<file path="config.mk">
export PLATFORM = sky130hd
export DESIGN_NAME = m3_speed_sched_flat
export DESIGN_NICKNAME = d
export VERILOG_FILES = /design/src/rtl/m3_speed_sched_if.sv /design/src/rtl/m3_speed_sched.sv /design/src/flat_wrapper.sv
export SDC_FILE = /design/constraint.sdc
export NUM_CORES = 1
export LEC_CHECK = 0
export CAP_MARGIN = 0
export CELL_PAD_IN_SITES_DETAIL_PLACEMENT = 1
export CELL_PAD_IN_SITES_GLOBAL_PLACEMENT = 1
export CORE_ASPECT_RATIO = 1.5
export CORE_UTILIZATION = 45
export CTS_CLUSTER_DIAMETER = 80
export DETAILED_ROUTE_END_ITERATION = 10
export PLACE_DENSITY_LB_ADDON = 0.25
export SLEW_MARGIN = 40
export SYNTH_ARGS = -nofsm -noshare
export SYNTH_HDL_FRONTEND = slang
export SYNTH_SLANG_ARGS = --single-unit
</file>
<file path="constraint.sdc">
create_clock -name clkI -period 4.6 [get_ports clkI]
set_clock_uncertainty 0.1 [all_clocks]
set_input_delay 0.92 -clock clkI [delete_from_list [all_inputs] [get_ports clkI]]
set_output_delay 0.92 -clock clkI [all_outputs]
set_load 0.1 [all_outputs]
</file>
<file path="src/rtl/m3_speed_sched_if.sv">
// Command/status bundle between the operator front end and the m3 speed scheduler.
// master drives the command pulses and round strobe; slave returns run/speed/power state.
interface m3_speed_sched_if;
    logic        m3startI;
    logic        m3forceStopI;
    logic        m3invRotateI;
    logic        m3speedINCi;
    logic        m3speedDECi;
    logic        m3powerINCi;
    logic        m3powerDECi;
    logic        roundDoneI;
    logic        runO;
    logic        dirO;
    logic [31:0] dstRoundLenO;
    logic [3:0]  powerLevelO;
    logic        busyO;
    logic [2:0]  stateO;

    modport master (
        output m3startI, m3forceStopI, m3invRotateI, m3speedINCi, m3speedDECi,
               m3powerINCi, m3powerDECi, roundDoneI,
        input  runO, dirO, dstRoundLenO, powerLevelO, busyO, stateO
    );

    modport slave (
        input  m3startI, m3forceStopI, m3invRotateI, m3speedINCi, m3speedDECi,
               m3powerINCi, m3powerDECi, roundDoneI,
        output runO, dirO, dstRoundLenO, powerLevelO, busyO, stateO
    );
endinterface

</file>
<file path="src/rtl/m3_speed_sched.sv">
// Run/speed/power scheduler for one 3-phase motor channel: ramps the step length only at
// round boundaries and sequences reversal as slow-down, direction flip, re-accelerate.
module m3_speed_sched #(
    parameter logic [21:0] STEP_LEN_SLOW = 22'd2000000,
    parameter logic [21:0] STEP_LEN_FAST = 22'd20000,
    parameter logic [21:0] LEN_DELTA     = 22'd20000,
    parameter logic [21:0] RAMP_DELTA    = 22'd5000,
    parameter logic [3:0]  PWR_INIT      = 4'd4
) (
    input  logic              clkI,
    input  logic              nRstI,
    m3_speed_sched_if.slave   bus
);
    localparam logic [2:0] ST_IDLE   = 3'd0;
    localparam logic [2:0] ST_ACCEL  = 3'd1;
    localparam logic [2:0] ST_RUN    = 3'd2;
    localparam logic [2:0] ST_DECEL  = 3'd3;
    localparam logic [2:0] ST_FLIPDN = 3'd4;
    localparam logic [2:0] ST_FLIP   = 3'd5;

    logic [2:0]  state, state_nxt;
    logic [21:0] tgt_len, tgt_nxt;
    logic [21:0] cur_len, cur_nxt;
    logic [3:0]  pwr, pwr_nxt;
    logic        dir, dir_nxt;
    logic        run, busy;
    logic [22:0] tgt_sum;

    // Shorter step length = faster; holds when already at or past the target.
    function automatic logic [21:0] ramp_down(input logic [21:0] cur, input logic [21:0] tgt);
        if (cur <= tgt)                    return cur;
        else if (cur - tgt <= RAMP_DELTA)  return tgt;
        else                               return cur - RAMP_DELTA;
    endfunction

    function automatic logic [21:0] ramp_up(input logic [21:0] cur, input logic [21:0] tgt);
        if (cur >= tgt)                    return cur;
        else if (tgt - cur <= RAMP_DELTA)  return tgt;
        else                               return cur + RAMP_DELTA;
    endfunction

    // NOTE: every always_comb output gets a default first so no path leaves it unassigned (no latch).
    always_comb begin
        state_nxt = state;
        cur_nxt   = cur_len;
        dir_nxt   = dir;
        case (state)
            ST_IDLE: begin
                cur_nxt = STEP_LEN_SLOW;
                if (bus.m3startI)          state_nxt = ST_ACCEL;
                else if (bus.m3invRotateI) dir_nxt   = ~dir;
            end
            ST_ACCEL: begin
                if (bus.roundDoneI)        cur_nxt   = ramp_down(cur_len, tgt_len);
                if (bus.m3invRotateI)      state_nxt = ST_FLIPDN;
                else if (cur_len <= tgt_len) state_nxt = ST_RUN;
            end
            ST_RUN: begin
                if (bus.m3invRotateI)      state_nxt = ST_FLIPDN;
                else if (tgt_len < cur_len) state_nxt = ST_ACCEL;
                else if (tgt_len > cur_len) state_nxt = ST_DECEL;
            end
            ST_DECEL: begin
                if (bus.roundDoneI)        cur_nxt   = ramp_up(cur_len, tgt_len);
                if (bus.m3invRotateI)      state_nxt = ST_FLIPDN;
                else if (cur_len >= tgt_len) state_nxt = ST_RUN;
            end
            ST_FLIPDN: begin
                // The ramp ignores target edits here; it always heads to the flip length.
                if (bus.roundDoneI)        cur_nxt   = ramp_up(cur_len, STEP_LEN_SLOW);
                if (cur_len == STEP_LEN_SLOW) state_nxt = ST_FLIP;
            end
            ST_FLIP: begin
                dir_nxt   = ~dir;
                state_nxt = ST_ACCEL;
            end
            default: state_nxt = ST_IDLE;
        endcase
        if (bus.m3forceStopI) begin
            state_nxt = ST_IDLE;
            cur_nxt   = STEP_LEN_SLOW;
            dir_nxt   = dir;
        end
    end

    // Target arithmetic is done 23 bits wide so neither direction can wrap before clamping.
    always_comb begin
        tgt_nxt = tgt_len;
        tgt_sum = {1'b0, tgt_len} + {1'b0, LEN_DELTA};
        if (bus.m3speedINCi && !bus.m3speedDECi) begin
            if ({1'b0, tgt_len} < {1'b0, STEP_LEN_FAST} + {1'b0, LEN_DELTA})
                tgt_nxt = STEP_LEN_FAST;
            else
                tgt_nxt = tgt_len - LEN_DELTA;
        end else if (bus.m3speedDECi && !bus.m3speedINCi) begin
            tgt_nxt = (tgt_sum > {1'b0, STEP_LEN_SLOW}) ? STEP_LEN_SLOW : tgt_sum[21:0];
        end
    end

    always_comb begin
        pwr_nxt = pwr;
        if (bus.m3powerINCi && !bus.m3powerDECi && pwr != 4'd15)
            pwr_nxt = pwr + 4'd1;
        else if (bus.m3powerDECi && !bus.m3powerINCi && pwr != 4'd0)
            pwr_nxt = pwr - 4'd1;
    end

    // NOTE: sequential state uses non-blocking assignments so all registers update from pre-edge values.
    always_ff @(posedge clkI or negedge nRstI) begin
        if (!nRstI) begin
            state   <= ST_IDLE;
            tgt_len <= STEP_LEN_SLOW;
            cur_len <= STEP_LEN_SLOW;
            pwr     <= PWR_INIT;
            dir     <= 1'b0;
            run     <= 1'b0;
            busy    <= 1'b0;
        end else begin
            state   <= state_nxt;
            tgt_len <= tgt_nxt;
            cur_len <= cur_nxt;
            pwr     <= pwr_nxt;
            dir     <= dir_nxt;
            run     <= (state_nxt != ST_IDLE);
            busy    <= (state_nxt == ST_ACCEL) || (state_nxt == ST_DECEL) ||
                       (state_nxt == ST_FLIPDN) || (state_nxt == ST_FLIP);
        end
    end

    assign bus.runO         = run;
    assign bus.dirO         = dir;
    assign bus.dstRoundLenO = {10'd0, cur_len};
    assign bus.powerLevelO  = pwr;
    assign bus.busyO        = busy;
    assign bus.stateO       = state;
endmodule

</file>
<file path="src/flat_wrapper.sv">
// flat-port wrapper written by rule: the top's interface ports become plain ports
module m3_speed_sched_flat 
#(
    parameter logic [21:0] STEP_LEN_SLOW = 22'd2000000,
    parameter logic [21:0] STEP_LEN_FAST = 22'd20000,
    parameter logic [21:0] LEN_DELTA     = 22'd20000,
    parameter logic [21:0] RAMP_DELTA    = 22'd5000,
    parameter logic [3:0]  PWR_INIT      = 4'd4
)
  (clkI, nRstI, bus_m3startI, bus_m3forceStopI, bus_m3invRotateI, bus_m3speedINCi, bus_m3speedDECi, bus_m3powerINCi, bus_m3powerDECi, bus_roundDoneI, bus_runO, bus_dirO, bus_dstRoundLenO, bus_powerLevelO, bus_busyO, bus_stateO);
  m3_speed_sched_if bus_i ();
  input  logic clkI;
  input  logic nRstI;
  input wire logic [$bits(bus_i.m3startI)-1:0] bus_m3startI;
  input wire logic [$bits(bus_i.m3forceStopI)-1:0] bus_m3forceStopI;
  input wire logic [$bits(bus_i.m3invRotateI)-1:0] bus_m3invRotateI;
  input wire logic [$bits(bus_i.m3speedINCi)-1:0] bus_m3speedINCi;
  input wire logic [$bits(bus_i.m3speedDECi)-1:0] bus_m3speedDECi;
  input wire logic [$bits(bus_i.m3powerINCi)-1:0] bus_m3powerINCi;
  input wire logic [$bits(bus_i.m3powerDECi)-1:0] bus_m3powerDECi;
  input wire logic [$bits(bus_i.roundDoneI)-1:0] bus_roundDoneI;
  output wire logic [$bits(bus_i.runO)-1:0] bus_runO;
  output wire logic [$bits(bus_i.dirO)-1:0] bus_dirO;
  output wire logic [$bits(bus_i.dstRoundLenO)-1:0] bus_dstRoundLenO;
  output wire logic [$bits(bus_i.powerLevelO)-1:0] bus_powerLevelO;
  output wire logic [$bits(bus_i.busyO)-1:0] bus_busyO;
  output wire logic [$bits(bus_i.stateO)-1:0] bus_stateO;
  assign bus_i.m3startI = bus_m3startI;
  assign bus_i.m3forceStopI = bus_m3forceStopI;
  assign bus_i.m3invRotateI = bus_m3invRotateI;
  assign bus_i.m3speedINCi = bus_m3speedINCi;
  assign bus_i.m3speedDECi = bus_m3speedDECi;
  assign bus_i.m3powerINCi = bus_m3powerINCi;
  assign bus_i.m3powerDECi = bus_m3powerDECi;
  assign bus_i.roundDoneI = bus_roundDoneI;
  assign bus_runO = bus_i.runO;
  assign bus_dirO = bus_i.dirO;
  assign bus_dstRoundLenO = bus_i.dstRoundLenO;
  assign bus_powerLevelO = bus_i.powerLevelO;
  assign bus_busyO = bus_i.busyO;
  assign bus_stateO = bus_i.stateO;
  m3_speed_sched #(.STEP_LEN_SLOW(STEP_LEN_SLOW), .STEP_LEN_FAST(STEP_LEN_FAST), .LEN_DELTA(LEN_DELTA), .RAMP_DELTA(RAMP_DELTA), .PWR_INIT(PWR_INIT)) u_core (.clkI(clkI), .nRstI(nRstI), .bus(bus_i));
endmodule
</file>
==> run metrics, run 1 <==
leading register cell type out of synthesis dfrtp_1; syn avg cell area 7.35 µm²; antenna violations before repair 0; final net count 1024; maximum fanout count along the critical path 10; number of clock buffers inserted by TritonCTS 5; vias in the first global route 7844; part of the Yosys area used for sequential elements 17.4%; worst setup path start u_core.cur_len[3]; maximum vdd drop 0.444 mV; highest-count cells in the layout ignoring fill and taps 82 x nor2_1, 81 x a21oi_1, 74 x nand2_1; R2R Path Start u_core.cur_len[3]; Top cell by count, worst path a2111o_1; category of cells accounting for the largest share of critical-path delay compound AO/OA/AOI/OAI gates; worst min-delay path class reg2reg; cell taking the most area after synthesis dfrtp_1; critical hold path startpoint u_core.bus.dirO; layout overhead on the synthesized area 10.6%; aggregate global routing overflow 0; number of sinks handled by clock tree synthesis 47; first drt pass iteration count 5; GP Congestion 0.956; final setup violation count 0; total of hold buffers inserted after clock tree synthesis 0; commonest non-fill, non-tap cell in the layout nor2_1; placed wire-length estimate after detailed placement 21200 µm; sort of element at the end of the critical path flop; power per cell area between 700 and 800 nW/µm²; die area 15800 µm²; gr usage total 35.0%; maximum operating frequency 226 MHz; synthesized cell area 6860 µm²; average wire per cell in the routed design 23.3 µm; fin crit share 96.3%; Placed Cells incl. Taps 1150; min cycle time layout 4.43 ns; PortBufs 41; crit path launch type flop; Setup Crit Path Kind reg2reg; post-detailed-route via-to-cell ratio between 6 and 7; worst skew pair latency 0.30 ns; power consumption 5.77 mW; number of warning messages in the yosys log 0; pin count of the biggest net entering global routing 31; count of final max-slew check failures 0; Worst slew margin 51.2%; biggest area contributors in the synthesized netlist dfrtp_1 12%, ha_1 8.4%, a21oi_1 6.0%; buffer depth of the longest clock path 2; CP max stage cell a2111o_1; final-layout setup total negative slack 0 ns; Final Routed Wirelength 27200 µm; Row Count 54; delay of the slowest critical-path stage 0.46 ns; CP Data Arrival Time 4.51 ns; CTS tree done; area fraction of the dominant cell type after synthesis 11.7%; antenna diode count 0; vertical die dimension ~150 µm; flip-flop and latch count after synthesis 47; DR DRC count 0; Static Leak 3.05 nW; global-route wire length before repair about 43000 µm; synth unique cells between 90 and 100; status complete, no violations; die width 103 µm; number of violations of the max-capacitance limit 0; Clock Root Buffer clkbuf_16; fraction of final layout cells with drive strength greater than 1 14.3%; floorplan core area 14700 µm²; pin slew with the least headroom to its limit 0.732 ns; proportion of register bits with asynchronous set or reset after synthesis 100%; count of pins on the block boundary 52; number of buffers and inverters on the critical path 1; Worst Path Required approximately 4.7 ns; DR vias ~7700; Mapped Cells 934; starting density of the core a little under half; fin cells around 1200; count of flip-flops with a built-in enable after synthesis 0; final hold violation count 0; cell-by-cell listing of the critical path inv_1 > ha_1 > nor2b_4 > nand4_1 > and2_4 > o31ai_1 > a311oi_1 > a2111o_1 > o31a_1 > o21ai_4 > o32ai_1 > a2111o_1; clock slew at the register clock pins of the worst setup and hold paths 0.07 ns; First DRT Iteration DRCs 603; H-tree depth 2; Final ANT Viol Nets 0; fillcell total 1956
power breakdown:
group | switching [mW] | internal, mW | total, mW
clock | 0.175 | 0.202 | 0.377
sequential | 0.285 | 0.582 | 0.868
combinational | 2.98 | 1.54 | 4.52
total | 3.45 | 2.32 | 5.77
worst paths after layout:
kind / to / slack [ns] / depth (start not counted)
max: u_core.cur_len[6] / 0.17 / 12
max in group asynchronous: u_core.cur_len[19] / 3.02 / 2
max reg2reg: u_core.cur_len[6] / 0.17 / 12
min reg2reg: u_core.bus.dirO / 0.36 / 1
min in group asynchronous: u_core.cur_len[5] / 0.53 / 1
min: u_core.bus.dirO / 0.36 / 1
cell type report:
class                      instances  area [µm²]  area share [%]
multi-input combinational        766        5150            67.8
sequential                        47        1190            15.7
timing repair buffer              92         653            8.61
tap                              196         245            3.23
inverter                          55         206            2.72
clock buffer                       6         129            1.70
clock inverter                     2        12.5           0.165
registers in the layout, summed over array words and instances (netlist names):
signal	cells
u_core.bus.busyO	1
u_core.bus.dirO	1
u_core.bus.powerLevelO	4
u_core.bus.runO	1
u_core.bus.stateO	3
u_core.cur_len	20
u_core.tgt_len	17
Yosys cell counts (all sizes together), types with 7 or more instances:
cell type  instances
o21a               7
and2              12
inv               53
xor2              15
clkbuf            37
a2111oi            7
and3              12
nand4             18
buf               38
nand2             74
nor3              27
a211oi            18
o31ai              8
xnor2             38
a22oi              7
nand3             28
ha                46
dfrtp             32
nor2              83
dfstp             15
or4                9
o22ai              9
a21o              12
a31oi             18
nor4              16
a221oi             7
o211ai            17
a21oi             84
or3               13
o21ai             52
worst reg2reg max path, cell delays in order, from the launching register on:
cell and delay [ns]:
dfrtp_1 0.45, inv_1 0.27, ha_1 0.31, nor2b_4 0.23, nand4_1 0.32, and2_4 0.27, o31ai_1 0.38, a311oi_1 0.19
a2111o_1 0.46, o31a_1 0.34, o21ai_4 0.37, o32ai_1 0.19, a2111o_1 0.44
stage by stage:
stage | hold slack [ns] | setup WS [ns] | util, % | cell area, µm²
after detailed placement | 0.353 | 0.0211 | 50.0 | 7360
after CTS | 0.366 | 0.137 | 51.0 | 7510
after global placement | 0.356 | 0.208 | 51.0 | 7520
final | 0.364 | 0.169 | 51.5 | 7590
after global routing | 0.393 | -0.00565 | 51.5 | 7590
after floorplan | 0.435 | 0.190 | - | 6900
layer usage:
layer  up-vias  wire [µm]  share of wire (%)  track usage, %
met2       312      13600                 50            58.8
met3       100       1250                4.6            3.70
met5         -          0                  0               0
li1       3538          -                  -               -
met4         0       1480                5.4            18.8
met1      3792      10900                 40            43.0
timing repair:
item	4_1_cts	5_1_grt
hold endpoints to repair	0	0
endpoints found under the setup margin	1	15
pin swaps	0	3
setup buffers	0	6
resized for setup	1	6
logic make-up after synthesis:
kind of cell	Yosys count	share of synthesized area (%)
buffers and inverters	130	8.63
adders and majority gates	47	8.68
and+or+nand+nor	327	24.6
AOI/OAI and AO/OA	325	33.2
xor gates and xnor gates	53	6.77
other	1	0.0547
muxes	4	0.620
DFF	47	17.4
No activity file was read; power rests on OpenSTA's default activity.
==> run 2: changes to the inputs <==
--- a/config.mk
+++ b/config.mk
@@ -8,10 +8,10 @@
 export CAP_MARGIN = 0
 export CELL_PAD_IN_SITES_DETAIL_PLACEMENT = 1
 export CELL_PAD_IN_SITES_GLOBAL_PLACEMENT = 1
-export CORE_ASPECT_RATIO = 1.5
 export CORE_UTILIZATION = 45
 export CTS_CLUSTER_DIAMETER = 80
 export DETAILED_ROUTE_END_ITERATION = 10
+export GPL_TIMING_DRIVEN = 0
 export PLACE_DENSITY_LB_ADDON = 0.25
 export SLEW_MARGIN = 40
 export SYNTH_ARGS = -nofsm -noshare
==> run 2 against run 1 <==
Compared with the run above:
- the flow now finishes with violations (design-rule violations)
- sequential power down 3.9%
- flip-flop and latch count unchanged
- critical path depth up 4
- first-iteration DRC count up 34%
- maximum frequency down 1.9%
- count of clock-buffer cells in the layout down 1
- non-clock buffer count up 36
- combinational power up 2%
- worst hold slack worse by 0.033 ns
- design area up 2.8%
- critical path type unchanged
==> run metrics, run 2 (synthesis results as in run 1) <==
total of hold buffers inserted after clock tree synthesis 0 (unchanged); maximum fanout count along the critical path 10 (unchanged); number of buffers and inverters on the critical path 5 (was 1); cell-internal power 2.33 mW (was 2.32 mW); largest register by flop count u_core.cur_len (unchanged); H-tree depth 2 (unchanged); switching pwr 3.49 mW (was 3.45 mW); floorplan core area 14700 µm² (about the same); maximum operating frequency 221 MHz (was 226 MHz); total length of routed met2 wires 12800 µm (was 13600 µm); worst skew pair latency 0.31 ns (was 0.30 ns); Top cell by count, worst path buf_4 (was a2111o_1); antenna diode count 0 (unchanged); violated checks design-rule violations; commonest non-fill, non-tap cell in the layout nor2_1 (unchanged); Static Leak 3.16 nW (was 3.05 nW); power per cell area 745 nW/µm² (was 760 nW/µm²); met3 WL 1540 µm (was 1250 µm); worst hold slack across all endpoints 0.331 ns (was 0.364 ns); delay of the slowest critical-path stage 0.55 ns (was 0.46 ns); First DRT Iteration DRCs 809 (was 603); number of sinks handled by clock tree synthesis 47 (unchanged); PortBufs 41 (unchanged); average wire per cell in the routed design 22.8 µm (was 23.3 µm); CP max stage cell dfstp_2 (was a2111o_1); Clock Root Buffer clkbuf_16 (unchanged); antenna violations before repair 0 (unchanged); top layer used by detailed routing met4 (unchanged); Final Routed Wirelength 27100 µm (was 27200 µm); Final ANT Viol Nets 0 (unchanged); Row Count 44 (was 54); cell depth of the worst setup path 16 (was 12); Worst Path Required 4.71 ns (was 4.67 ns); vias in the first global route 7776 (was 7844); share of the core filled with cells 53.1% (was 51.5%); Setup Crit Path Kind reg2reg (unchanged); DR vias 7873 (was 7742); maximum vdd drop 0.394 mV (was 0.444 mV); Area after DPL 7400 µm² (was 7360 µm²); part of the total power dissipated in combinational logic 78.9% (was 78.4%); CP Data Arrival Time 4.63 ns (was 4.51 ns); die area 15700 µm² (was 15800 µm²); wire length on met1 12000 µm (was 10900 µm); highest-count cells in the layout ignoring fill and taps 82 x nor2_1, 77 x a21oi_1, 74 x nand2_1 (was 82 x nor2_1, 81 x a21oi_1, 74 x nand2_1); final setup violation count 0 (unchanged); pin slew with the least headroom to its limit 0.660 ns (was 0.732 ns); final hold violation count 0 (unchanged); count of final max-slew check failures 0 (unchanged); DR DRC count 1 (was 0); number of clock buffers inserted by TritonCTS 5 (unchanged); switch share 60.0% (was 59.7%); layout overhead on the synthesized area 13.7% (was 10.6%); min cycle time layout 4.52 ns (was 4.43 ns); cell-by-cell listing of the critical path clkbuf_2 > inv_2 > ha_1 > buf_2 > nand4_1 > o2111a_1 > a221o_1 > a2111oi_4 > o2111ai_1 > nor4b_2 > buf_4 > a31oi_4 > buf_4 > and2_1 > a2111oi_0 > a221oi_1 (was inv_1 > ha_1 > nor2b_4 > nand4_1 > and2_4 > o31ai_1 > a311oi_1 > a2111o_1 > o31a_1 > o21ai_4 > o32ai_1 > a2111o_1); starting density of the core 46.7% (was 46.6%); fin crit share 98.2% (was 96.3%); CTS tree done (unchanged); Worst slew margin 55.6% (was 51.2%); relative contribution of the clock network to total power 6.7% (was 6.5%); status finished, violations left (was complete, no violations); GP Congestion 0.964 (was 0.956); clock slew at the register clock pins of the worst setup and hold paths 0.08 ns (was 0.07 ns); gr usage total 34.0% (was 35.0%); post-detailed-route via-to-cell ratio 6.62 (was 6.65); Reg power frac 14.3% (was 15.0%); final net count 1061 (was 1024); die width 125 µm (was 103 µm); category of cells accounting for the largest share of critical-path delay compound AO/OA/AOI/OAI gates (unchanged); number of violations of the max-capacitance limit 0 (unchanged); crit path launch type flop (unchanged); pin count of the biggest net entering global routing 42 (was 31); post-layout instance area 7800 µm² (was 7590 µm²); count of cells along the worst register-to-register path 16 (was 12); Placed Cells incl. Taps 1169 (was 1150); placed wire-length estimate after detailed placement 20700 µm (was 21200 µm); global-route wire length before repair 42500 µm (was 42700 µm); final-layout setup total negative slack 0 ns (unchanged); aggregate global routing overflow 0 (unchanged); number of flip-flops under the largest register name 20 (unchanged); worst min-delay path class in2async (was reg2reg); vertical die dimension 125 µm (was 153 µm); count of pins on the block boundary 52 (unchanged); fin cells 1189 (was 1164); buffer depth of the longest clock path 2 (unchanged); first drt pass iteration count 8 (was 5); sort of element at the end of the critical path flop (unchanged); fraction of final layout cells with drive strength greater than 1 16.5% (was 14.3%)
==> run 2: per-layer routing <==
metal  vias to the layer above  track usage (%)
li1                       3617                -
met1                      3911             45.1
met2                       288             57.6
met3                        57             3.55
met4                         0             11.4
met5                         -                0
==> run 2: per-stage QoR <==
| stage | total power, mW | setup slack, ns |
|---|---|---|
| 2_1_floorplan | 4.03 | 0.190 |
| 3_3_place_gp | 5.08 | -0.374 |
| 3_5_place_dp | 5.11 | -0.471 |
| 4_1_cts | 5.56 | 0.0183 |
| 5_1_grt | 6.21 | -0.0384 |
| 6_report | 5.82 | 0.0824 |
==> run 2: repair_timing <==
action	4_1_cts	5_1_grt
buffers inserted	3	12
setup endpoints to repair	20	20
cloned	0	1
pin swaps	2	5
gates resized for setup	15	28
==> run 2: cell type report <==
type | count | area [µm²]
timing repair buffer | 57 | 393
clock inverter | 3 | 20.0
inverter | 55 | 210
clock buffer | 5 | 125
tap | 184 | 230
buffer | 71 | 389
sequential | 47 | 1190
fill | 1896 | 6900
multi-input combinational | 767 | 5240
==> run 2: power groups by stage <==
stage | combinational (mW) | sequential [mW] | clock, mW
2_1_floorplan | 2.89 | 1.15 | 0
3_3_place_gp | 4.27 | 0.805 | 0
3_5_place_dp | 4.30 | 0.811 | 0
4_1_cts | 4.36 | 0.808 | 0.391
5_1_grt | 4.96 | 0.847 | 0.407
6_report | 4.59 | 0.834 | 0.392
==> run 2: worst paths after layout <==
check / start / to / slack, ns
worst max-delay path: u_core.cur_len[17] / u_core.cur_len[18] / 0.08
worst min-delay path: nRstI / u_core.tgt_len[9] / 0.33
worst max register to register: u_core.cur_len[17] / u_core.cur_len[18] / 0.08
worst min register to register: u_core.bus.dirO / u_core.bus.dirO / 0.37
max in group asynchronous: nRstI / u_core.tgt_len[18] / 3.56
min in group clkI: u_core.bus.dirO / u_core.bus.dirO / 0.37
